==> src/rtl/debug_step_controller_pkg.sv <==
// Shared constants for the debug step controller: host command codes,
// controller state encodings and the sequencer phase numbering.
package debug_step_controller_pkg;

  localparam logic [2:0] DBG_CMD_NOP     = 3'd0;
  localparam logic [2:0] DBG_CMD_STOP    = 3'd1;
  localparam logic [2:0] DBG_CMD_RUN     = 3'd2;
  localparam logic [2:0] DBG_CMD_STEP    = 3'd3;
  localparam logic [2:0] DBG_CMD_BP_SET  = 3'd4;
  localparam logic [2:0] DBG_CMD_BP_CLR  = 3'd5;
  localparam logic [2:0] DBG_CMD_CLR_ERR = 3'd6;

  typedef enum logic [2:0] {
    RUNNING   = 3'd0,
    STOP_WAIT = 3'd1,
    HALTED_S  = 3'd2,
    REQ_HI    = 3'd3,
    REQ_LO    = 3'd4
  } dbg_state_e;

  // Phase numbering of the sequencer on the far side of the debug interface.
  localparam logic [2:0] PHI_FETCH  = 3'd0;
  localparam logic [2:0] PHI_DECODE = 3'd1;
  localparam logic [2:0] PHI_EXEC   = 3'd2;
  localparam logic [2:0] PHI_COMMIT = 3'd3;
  localparam logic [2:0] PHI_DEBUG  = 3'd4;

  // States in which the controller waits on the sequencer and can time out.
  function automatic logic is_wait_state(input dbg_state_e s);
    return (s == STOP_WAIT) || (s == REQ_HI) || (s == REQ_LO);
  endfunction

endpackage

==> src/rtl/dbg_timeout_counter.sv <==
// Cycle counter for sequencer responses; tc_o flags the last allowed
// waiting cycle so the controller can give up on the following edge.
module dbg_timeout_counter #(
  parameter int TIMEOUT_CYCLES = 64
) (
  input  logic clk_i,
  input  logic rst_ni,
  input  logic clr_i,
  input  logic en_i,
  output logic tc_o
);

  localparam int CW = (TIMEOUT_CYCLES > 1) ? $clog2(TIMEOUT_CYCLES) : 1;

  logic [CW-1:0] count_q;

  assign tc_o = en_i && (count_q == CW'(TIMEOUT_CYCLES - 1));

  always_ff @(posedge clk_i or negedge rst_ni) begin
    if (!rst_ni) begin
      count_q <= '0;
    end else if (clr_i) begin
      count_q <= '0;
    end else if (en_i && !tc_o) begin
      count_q <= count_q + 1'b1;
    end
  end

endmodule

==> src/rtl/debug_step_controller.sv <==
// Debug-side initiator for the phase sequencer: stop/run control, breakpoint
// on commit, four-phase single-step handshake and hung-sequencer timeout.
module debug_step_controller
  import debug_step_controller_pkg::*;
#(
  parameter bit START_STOPPED  = 1'b1,
  parameter int TIMEOUT_CYCLES = 64,
  parameter int CNT_W          = 16
) (
  input  logic             CLK,
  input  logic             RESETN,
  input  logic             CMD_VALID,
  input  logic [2:0]       CMD,
  input  logic [15:0]      CMD_ARG,
  output logic             CMD_READY,
  input  logic [15:0]      PC,
  input  logic             COMMIT,
  input  logic             STOPPED,
  input  logic             DEBUG_ACTIVE,
  input  logic             DEBUG_STEP_ACK,
  output logic             DEBUG_STOPX,
  output logic             DEBUG_STEP_REQ,
  output logic             HALTED,
  output logic             BP_HIT,
  output logic             STEP_DONE,
  output logic             TIMEOUT_ERR,
  output logic [CNT_W-1:0] STEPS_LEFT,
  output logic [2:0]       DBG_STATE
);

  dbg_state_e       state_q;
  logic             stopx_q, req_q, halted_q, bp_hit_q, step_done_q, tmo_err_q;
  logic [CNT_W-1:0] steps_q;
  logic             bp_en_q;
  logic [15:0]      bp_addr_q;

  logic             cmd_acc, bp_match, wait_done, tmo_en, tmo_clr, tmo_tc;
  logic [CNT_W-1:0] step_load;

  // Host port: a command transfers on any edge where CMD_VALID && CMD_READY;
  // the host holds CMD/CMD_ARG stable while CMD_VALID is high and READY is low.
  assign CMD_READY = (state_q == RUNNING) || (state_q == HALTED_S);
  assign cmd_acc   = CMD_VALID && CMD_READY;
  assign bp_match  = bp_en_q && COMMIT && (PC == bp_addr_q);
  assign step_load = (CMD_ARG == 16'd0) ? CNT_W'(1) : CNT_W'(CMD_ARG);

  always_comb begin
    wait_done = 1'b0;
    case (state_q)
      STOP_WAIT: wait_done = STOPPED && DEBUG_ACTIVE;
      REQ_HI:    wait_done = req_q && DEBUG_STEP_ACK;
      REQ_LO:    wait_done = !DEBUG_STEP_ACK;
      default:   wait_done = 1'b0;
    endcase
  end

  assign tmo_en  = is_wait_state(state_q);
  assign tmo_clr = !tmo_en || wait_done;

  dbg_timeout_counter #(
    .TIMEOUT_CYCLES(TIMEOUT_CYCLES)
  ) u_timeout (
    .clk_i (CLK),
    .rst_ni(RESETN),
    .clr_i (tmo_clr),
    .en_i  (tmo_en),
    .tc_o  (tmo_tc)
  );

  always_ff @(posedge CLK or negedge RESETN) begin
    if (!RESETN) begin
      state_q     <= START_STOPPED ? STOP_WAIT : RUNNING;
      stopx_q     <= START_STOPPED;
      req_q       <= 1'b0;
      halted_q    <= 1'b0;
      bp_hit_q    <= 1'b0;
      step_done_q <= 1'b0;
      tmo_err_q   <= 1'b0;
      steps_q     <= '0;
      bp_en_q     <= 1'b0;
      bp_addr_q   <= '0;
    end else begin
      step_done_q <= 1'b0;
      if (cmd_acc) begin
        case (CMD)
          DBG_CMD_BP_SET:  begin bp_en_q <= 1'b1; bp_addr_q <= CMD_ARG; end
          DBG_CMD_BP_CLR:  bp_en_q   <= 1'b0;
          DBG_CMD_CLR_ERR: tmo_err_q <= 1'b0;
          default: ;
        endcase
      end
      // A late response still wins over the timeout on the same edge.
      if (tmo_tc && !wait_done) begin
        tmo_err_q <= 1'b1;
        req_q     <= 1'b0;
        steps_q   <= '0;
        halted_q  <= 1'b1;
        state_q   <= HALTED_S;
      end else begin
        case (state_q)
          RUNNING: begin
            stopx_q <= 1'b0;
            if (bp_match) begin
              stopx_q  <= 1'b1;
              bp_hit_q <= 1'b1;
              state_q  <= STOP_WAIT;
            end else if (cmd_acc && (CMD == DBG_CMD_STOP)) begin
              stopx_q <= 1'b1;
              state_q <= STOP_WAIT;
            end
          end
          STOP_WAIT: begin
            if (wait_done) begin
              halted_q <= 1'b1;
              state_q  <= HALTED_S;
            end
          end
          HALTED_S: begin
            if (cmd_acc && (CMD == DBG_CMD_RUN)) begin
              stopx_q  <= 1'b0;
              halted_q <= 1'b0;
              bp_hit_q <= 1'b0;
              state_q  <= RUNNING;
            end else if (cmd_acc && (CMD == DBG_CMD_STEP)) begin
              steps_q  <= step_load;
              bp_hit_q <= 1'b0;
              halted_q <= 1'b0;
              state_q  <= REQ_HI;
            end
          end
          REQ_HI: begin
            // REQ only rises with ACK low, so a lingering ACK cannot double-step.
            if (wait_done) begin
              req_q   <= 1'b0;
              steps_q <= steps_q - 1'b1;
              state_q <= REQ_LO;
            end else if (!DEBUG_STEP_ACK) begin
              req_q <= 1'b1;
            end
          end
          REQ_LO: begin
            if (wait_done) begin
              if (steps_q != '0) begin
                state_q <= REQ_HI;
              end else begin
                step_done_q <= 1'b1;
                halted_q    <= 1'b1;
                state_q     <= HALTED_S;
              end
            end
          end
          default: begin
            req_q   <= 1'b0;
            stopx_q <= 1'b1;
            state_q <= STOP_WAIT;
          end
        endcase
      end
    end
  end

  assign DEBUG_STOPX    = stopx_q;
  assign DEBUG_STEP_REQ = req_q;
  assign HALTED         = halted_q;
  assign BP_HIT         = bp_hit_q;
  assign STEP_DONE      = step_done_q;
  assign TIMEOUT_ERR    = tmo_err_q;
  assign STEPS_LEFT     = steps_q;
  assign DBG_STATE      = state_q;

endmodule
==> config.mk <==
export PLATFORM = sky130hd
export DESIGN_NAME = debug_step_controller
export DESIGN_NICKNAME = d
export VERILOG_FILES = /design/src/rtl/debug_step_controller_pkg.sv /design/src/rtl/dbg_timeout_counter.sv /design/src/rtl/debug_step_controller.sv
export SDC_FILE = /design/constraint.sdc
export NUM_CORES = 1
export LEC_CHECK = 0
export CAP_MARGIN = 20
export CORE_MARGIN = 3
export CORE_UTILIZATION = 52
export CTS_BUF_LIST = sky130_fd_sc_hd__clkbuf_8
export CTS_CLUSTER_SIZE = 10
export DETAILED_ROUTE_END_ITERATION = 8
export PLACE_DENSITY = 0.83
export RECOVER_POWER = 50
export SYNTH_ARGS = -nofsm -noshare
export SYNTH_HDL_FRONTEND = slang
export SYNTH_SLANG_ARGS = --single-unit
==> constraint.sdc <==
create_clock -name CLK -period 2 [get_ports CLK]
set_input_delay 0.5 -clock CLK [delete_from_list [all_inputs] [get_ports CLK]]
set_output_delay 0.5 -clock CLK [all_outputs]
set_load 0.01 [all_outputs]
[Word level (Yosys, flattened, before mapping)]
Cells that the tools add are included.
Storage, ports and cells
  output and inout port bits: 26
  register bits after elaboration: 48
Operators by class
  bitwise operators: 2
  reductions and logical operators: 40
  multiplexer cells: 44
  equal/unequal tests: 25
  $add $sub $neg: 2
Operators with widths (number)
  $mux W16: 5
  $pmux W16 S2: 1
  $mux W3: 8
  $mux W1: 21
  $eq A16 B16 Y1: 1
  $logic_not A16 Y1: 1
  $reduce_bool A16 Y1: 1
  $sub A16 B1 Y16 const B: 1
  $pmux W3 S5: 1
  $eq A3 B2 Y1 const B: 4
  $eq A3 B3 Y1 const B: 4
  $mux W6: 2
  $logic_and A1 B1 Y1: 11
  $reduce_and A5 Y1: 2
  $reduce_bool A2 Y1: 5
  $ne A3 B2 Y1 const B: 3
  $pmux W1 S3: 3
  $reduce_and A2 Y1: 4
  $reduce_and A4 Y1: 2
  $add A6 B1 Y6 const B: 1
  $eq A3 B1 Y1 const B: 2
  $eq A6 B6 Y1 const B: 1
  $ne A3 B1 Y1 const B: 2
  $ne A3 B3 Y1 const B: 2
  15 further kinds: 25

[Depth between registers and ports, before layout]
  word-level depth: 8
  mapped depth: 8

[By module]
Synthesis repeated with hierarchy kept, for this count alone.
Unflattened totals
  cell total of the unflattened synthesis: 337
  area, all modules: 3004.1 µm²
Modules (own cells, without submodules)
  debug_step_controller: area an instance 2630.0 µm², times used 1, cells each 295
  dbg_timeout_counter: area an instance 374.1 µm², times used 1, cells each 42

[Least setup slack after synthesis]
Ideal clock, no wire load.
  path type: register to register
  start: register state_q[2], in the netlist DBG_STATE[2]
  end: register bp_addr_q[10]
  stages on the path, launching flop included: 6
  required time: 1.875 ns
  buffers on the path: 1
  arrival: 1.753 ns
  setup slack: 0.122 ns
  cell sequence: dfrtp_1 nor2_2 nand3_1 nor3_2 buf_4 mux2_2
On the way
  word-level cells in the longest chain between the ends: 4
RTL lines
  start: declaration: line debug_step_controller.sv:31  | dbg_state_e state_q;
  start signal: assignment: line debug_step_controller.sv:72  | state_q <= START_STOPPED ? STOP_WAIT : RUNNING;
  $eq A3 B2 Y1 or $logic_not A3 Y1 (tied branches): line debug_step_controller.sv:42  | assign CMD_READY = (state_q == RUNNING) || (state_q == HALTED_S);
  $logic_or A1 B1 Y1 (*): line debug_step_controller.sv:42
  named net CMD_READY: line debug_step_controller.sv:15  | output logic CMD_READY,
  $logic_and A1 B1 Y1 (*): line debug_step_controller.sv:43  | assign cmd_acc = CMD_VALID && CMD_READY;
  $reduce_and A2 Y1 (no line) (*)
  end signal: assignment: line debug_step_controller.sv:81  | bp_addr_q <= '0;
  end signal: assignment: line debug_step_controller.sv:86  | DBG_CMD_BP_SET: begin bp_en_q <= 1'b1; bp_addr_q <= CMD_ARG; end
  end: declaration: line debug_step_controller.sv:35  | logic [15:0] bp_addr_q;
The timed path passes the listed nets; every way through them passes the cells marked *.
A chain may end at the register's enable or synchronous reset.

[Worst setup path in the final report]
  start: input port CMD[2]
  end: register steps_q[1], in the netlist STEPS_LEFT[1]
On the way
  word-level cells in the longest chain between the ends: 4
RTL lines
  start: declaration: line debug_step_controller.sv:13  | input logic [2:0] CMD,
  $eq A3 B2 Y1 (on tied branches): line debug_step_controller.sv:124, debug_step_controller.sv:119
  $logic_and A1 B1 Y1 (on tied branches): line debug_step_controller.sv:124, debug_step_controller.sv:119
  $ne A3 B1 Y1 (no line) or $ne A3 B3 Y1 (tied branches)
  $reduce_and A4 Y1 (no line) (*)
  end signal: assignment: line debug_step_controller.sv:125  | steps_q <= step_load;
  end signal: assignment: line debug_step_controller.sv:135  | steps_q <= steps_q - 1'b1;
  end: declaration: line debug_step_controller.sv:33  | logic [CNT_W-1:0] steps_q;
Mark *: on every way between the ends. The rest lies on a longest branch, timed or not.

==> qor.yml <==
setup_slack_ns: 0.03677
die_w_microns: 79.76
area_growth_pct: 45.60
p_seq_share_pct: 33.7
die_area_sq_mm: 0.006362
cts_inserted_buffers: 5
nNetsFinal: 453
synth_edf_count: 0
critPathTopFamily: "simple AND/OR/NAND/NOR gates"
rows: 26
critPathMaxFanout: 7
post_drt_wl_per_cell_microns: 19.36
synth-seq-cells: 48
io_pins: 68
pwr-share-comb_pct: 52.0
diodes: 0
start_kind: "primary input"
p_leak_uw: 0.001746
pre_cts_ws_ns: -0.4094
powerDensity_mw_per_mm2: 1325
slew_violations: 0
yosysSeqAreaShare_pct: 42.55
cts_sinks: 48
path_clk_slew_ns: 0.09
cts.hold.buffers_added: 0
hold_class: "in -> async"
cp_data_arrival_time_ns: 2.20
p_sw_uw: 2182
htreeDepth: 2
cts_tree: "done"
route.vias.total: 2943
core_sq_mm: 0.005172
worstSetupPathType: "in -> reg"
end_kind: "flop"
grt_overflow_total: 0
clk_latency_ns: 0.31
start_util_pct: 54.69
drtAntennaViolNets: 0
hold_viol: 0
critPathSlowestCell: "or3b_4"
synthCells: 299
root_buffer: "clkbuf_8"
grt_usage_pct: 29.79
worst_pin_slew_ns: 0.7925
min_period_ns: 1.963
design_area_sq_mm: 0.004119
placed_cells: 464
timing.fmax_ghz: 0.5094
async_reset_ff_share_pct: 100.0
p_int_uw: 3274
wl_mm: 9.275
drive_gt1_share_pct: 25.67
synth_nets: 344
placed_area_sq_mm: 0.003859
final_cells: 479
drt_iter0_markers: 195
grt_pass1_wl_mm: 14.51
yosysWarnings: 0
netlist_area_sq_mm: 0.002829
setup_tns_ns: 0
finClkSkew_ns: 0.001773
required_ns: 2.24
grt_pass1_vias: 2954
ff_latch_area_sq_mm: 0.001205
clk_path_buf_depth: 2
nFillCells: 323
synthFlopType: "dfrtp_1"
relSlewSlack_pct: 47.17
dp_hpwl_mm: 6.147
firstDrtPassIters: 5
avgSynthCellArea_sq_um: 9.461
max-cap-violations: 0
die_h_microns: 79.76
p_clk_share_pct: 14.2
path_buf_inv: 4
multi_input_comb_area_sq_mm: 0.001620
rsz0062_at_grt: "yes"
ir_drop_mv: 0.8294
finalSetupViolations: 0
grt_start_max_net_pins: 23
port_buffers: 67
status: "completed"
critical_path.cell_chain: "dlygate4sd2_1, nand3b_1, or3b_4, a21oi_4, buf_12, buf_8, buf_4, o211ai_1, a21oi_1"
route.detailed.drc: 0
vias_per_cell: 6.144
yosysUniqueCellTypes: 56
finalCritPeriodShare_pct: 98.16
antenna_found_initial: 0
p_sw_share_pct: 39.99
place.gp.congestion: 0.9347
slowest_delay_ns: 0.44
-- cell usage after synthesis (2+ instances only) --
library cell / n / share of area, %
a211oi_1: 4 / 1.1
or3_4: 2 / 0.80
and2_1: 3 / 0.66
buf_2: 4 / 0.71
o211ai_1: 2 / 0.53
nor3_1: 11 / 1.9
nor2_1: 23 / 3.1
o32ai_1: 2 / 0.62
mux2_2: 16 / 6.4
a211oi_2: 2 / 0.88
a22oi_1: 3 / 0.80
o21ai_0: 21 / 3.7
inv_1: 5 / 0.66
nand2b_1: 3 / 0.66
dfrtp_1: 46 / 41
o22ai_1: 2 / 0.44
nand4_1: 5 / 1.1
xnor2_1: 2 / 0.62
clkbuf_1: 5 / 0.66
buf_4: 5 / 1.3
a21o_1: 2 / 0.53
ha_1: 3 / 1.3
nor4_1: 8 / 1.8
dfstp_2: 2 / 1.9
a2bb2oi_1: 4 / 1.2
or3_1: 3 / 0.66
a21oi_1: 26 / 4.6
nand3_1: 11 / 1.9
nor3_2: 2 / 0.71
nand2_1: 26 / 3.4
xor2_1: 19 / 5.9
and3_1: 2 / 0.44
nor2b_1: 2 / 0.44
-- timing repair --
action / CTS / global route
gates resized for setup: 33 / 15
buffers inserted: 7 / 0
endpoints found under the hold margin: 0 / 0
setup endpoints to repair: 15 / 18
gates cloned: 0 / 0
pin swaps: 15 / 8
-- power by group through the flow --
stage	sequential, uW	combinational, uW	clock (uW)
after floorplan	1870	1320	0
after global placement	1820	2470	0
after detailed placement	1840	2580	0
after CTS	1820	2740	777
after global routing	1890	3060	820
final	1840	2840	777
-- through the flow --
| step | total power (uW) | hold slack (ns) | util, % |
|---|---|---|---|
| after floorplan | 3183 | 0.2044 | - |
| after global placement | 4292 | 0.4062 | 74.60 |
| after detailed placement | 4418 | 0.4067 | 74.60 |
| after CTS | 5338 | 0.07504 | 78.81 |
| after global routing | 5767 | 0.2794 | 79.63 |
| final | 5456 | 0.2257 | 79.63 |
-- path summary, 6_finish.rpt --
check                      slack [ns]  cells past startpoint                      from                                to
max                              0.04                      9                    CMD[2]         STEPS_LEFT[1]$_DFFE_PN0P_
min                              0.23                      1                    RESETN  u_timeout.count_q[4]$_DFFE_PN0P_
max reg2reg                      0.08                      7  DBG_STATE[0]$_DFFE_PN1P_          DBG_STATE[1]$_DFFE_PN0P_
min reg2reg                      0.49                      2   TIMEOUT_ERR$_DFFE_PN0P_           TIMEOUT_ERR$_DFFE_PN0P_
max in group asynchronous        0.62                      2                    RESETN        STEPS_LEFT[11]$_DFFE_PN0P_
min in group CLK                 0.49                      2   TIMEOUT_ERR$_DFFE_PN0P_           TIMEOUT_ERR$_DFFE_PN0P_
-- state kept, by name (all words and copies together), names as in the netlist --
name,cells
bp_en_q,1
DBG_STATE,3
STEPS_LEFT,16
BP_HIT,1
DEBUG_STOPX,1
u_timeout.count_q,6
TIMEOUT_ERR,1
HALTED,1
bp_addr_q,16
DEBUG_STEP_REQ,1
STEP_DONE,1
-- kinds of logic (layout without fill, tap and decap cells) --
logic type	after synthesis	in the layout	share of synthesized area [%]
simple gates	110	110	20.88
buf+inv	19	129	3.362
fa+ha+maj	3	3	1.327
flops	48	48	42.55
compound gates	81	81	18.66
xor+xnor	21	21	6.502
mux	17	17	6.723
-- layer usage --
metal  share of wire (%)  global-route usage [%]  wire (microns)  vias up
li1                    -                       -               -     1315
met1                  37                   34.92            3393     1400
met2                  52                   52.17            4780      186
met3                 7.0                   4.853             649       42
met4                 4.9                   15.37             452        0
met5                   0                       0               0        -
-- cells in the final DEF, fill, tap and decap left out, types with 6 or more instances in the layout --
master,instances
a211oi_2,6
a21oi_1,26
buf_4,40
clkbuf_8,7
clkdlybuf4s50_1,47
dfrtp_1,45
dlygate4sd2_1,16
mux2_2,16
nand2_1,26
nand3_1,10
nor2_1,23
nor3_1,10
nor4_1,7
o21ai_0,17
xor2_1,19
-- cell type report --
type,count,share of cell area (%)
clock buffers,7,2.339
clock inverters,1,0.7290
inverters,5,0.4557
multi-input cells,232,39.34
flip-flops and latches,48,29.25
well taps,70,2.126
repair buffers,116,25.76
No activity file was read; power rests on OpenSTA's default activity.
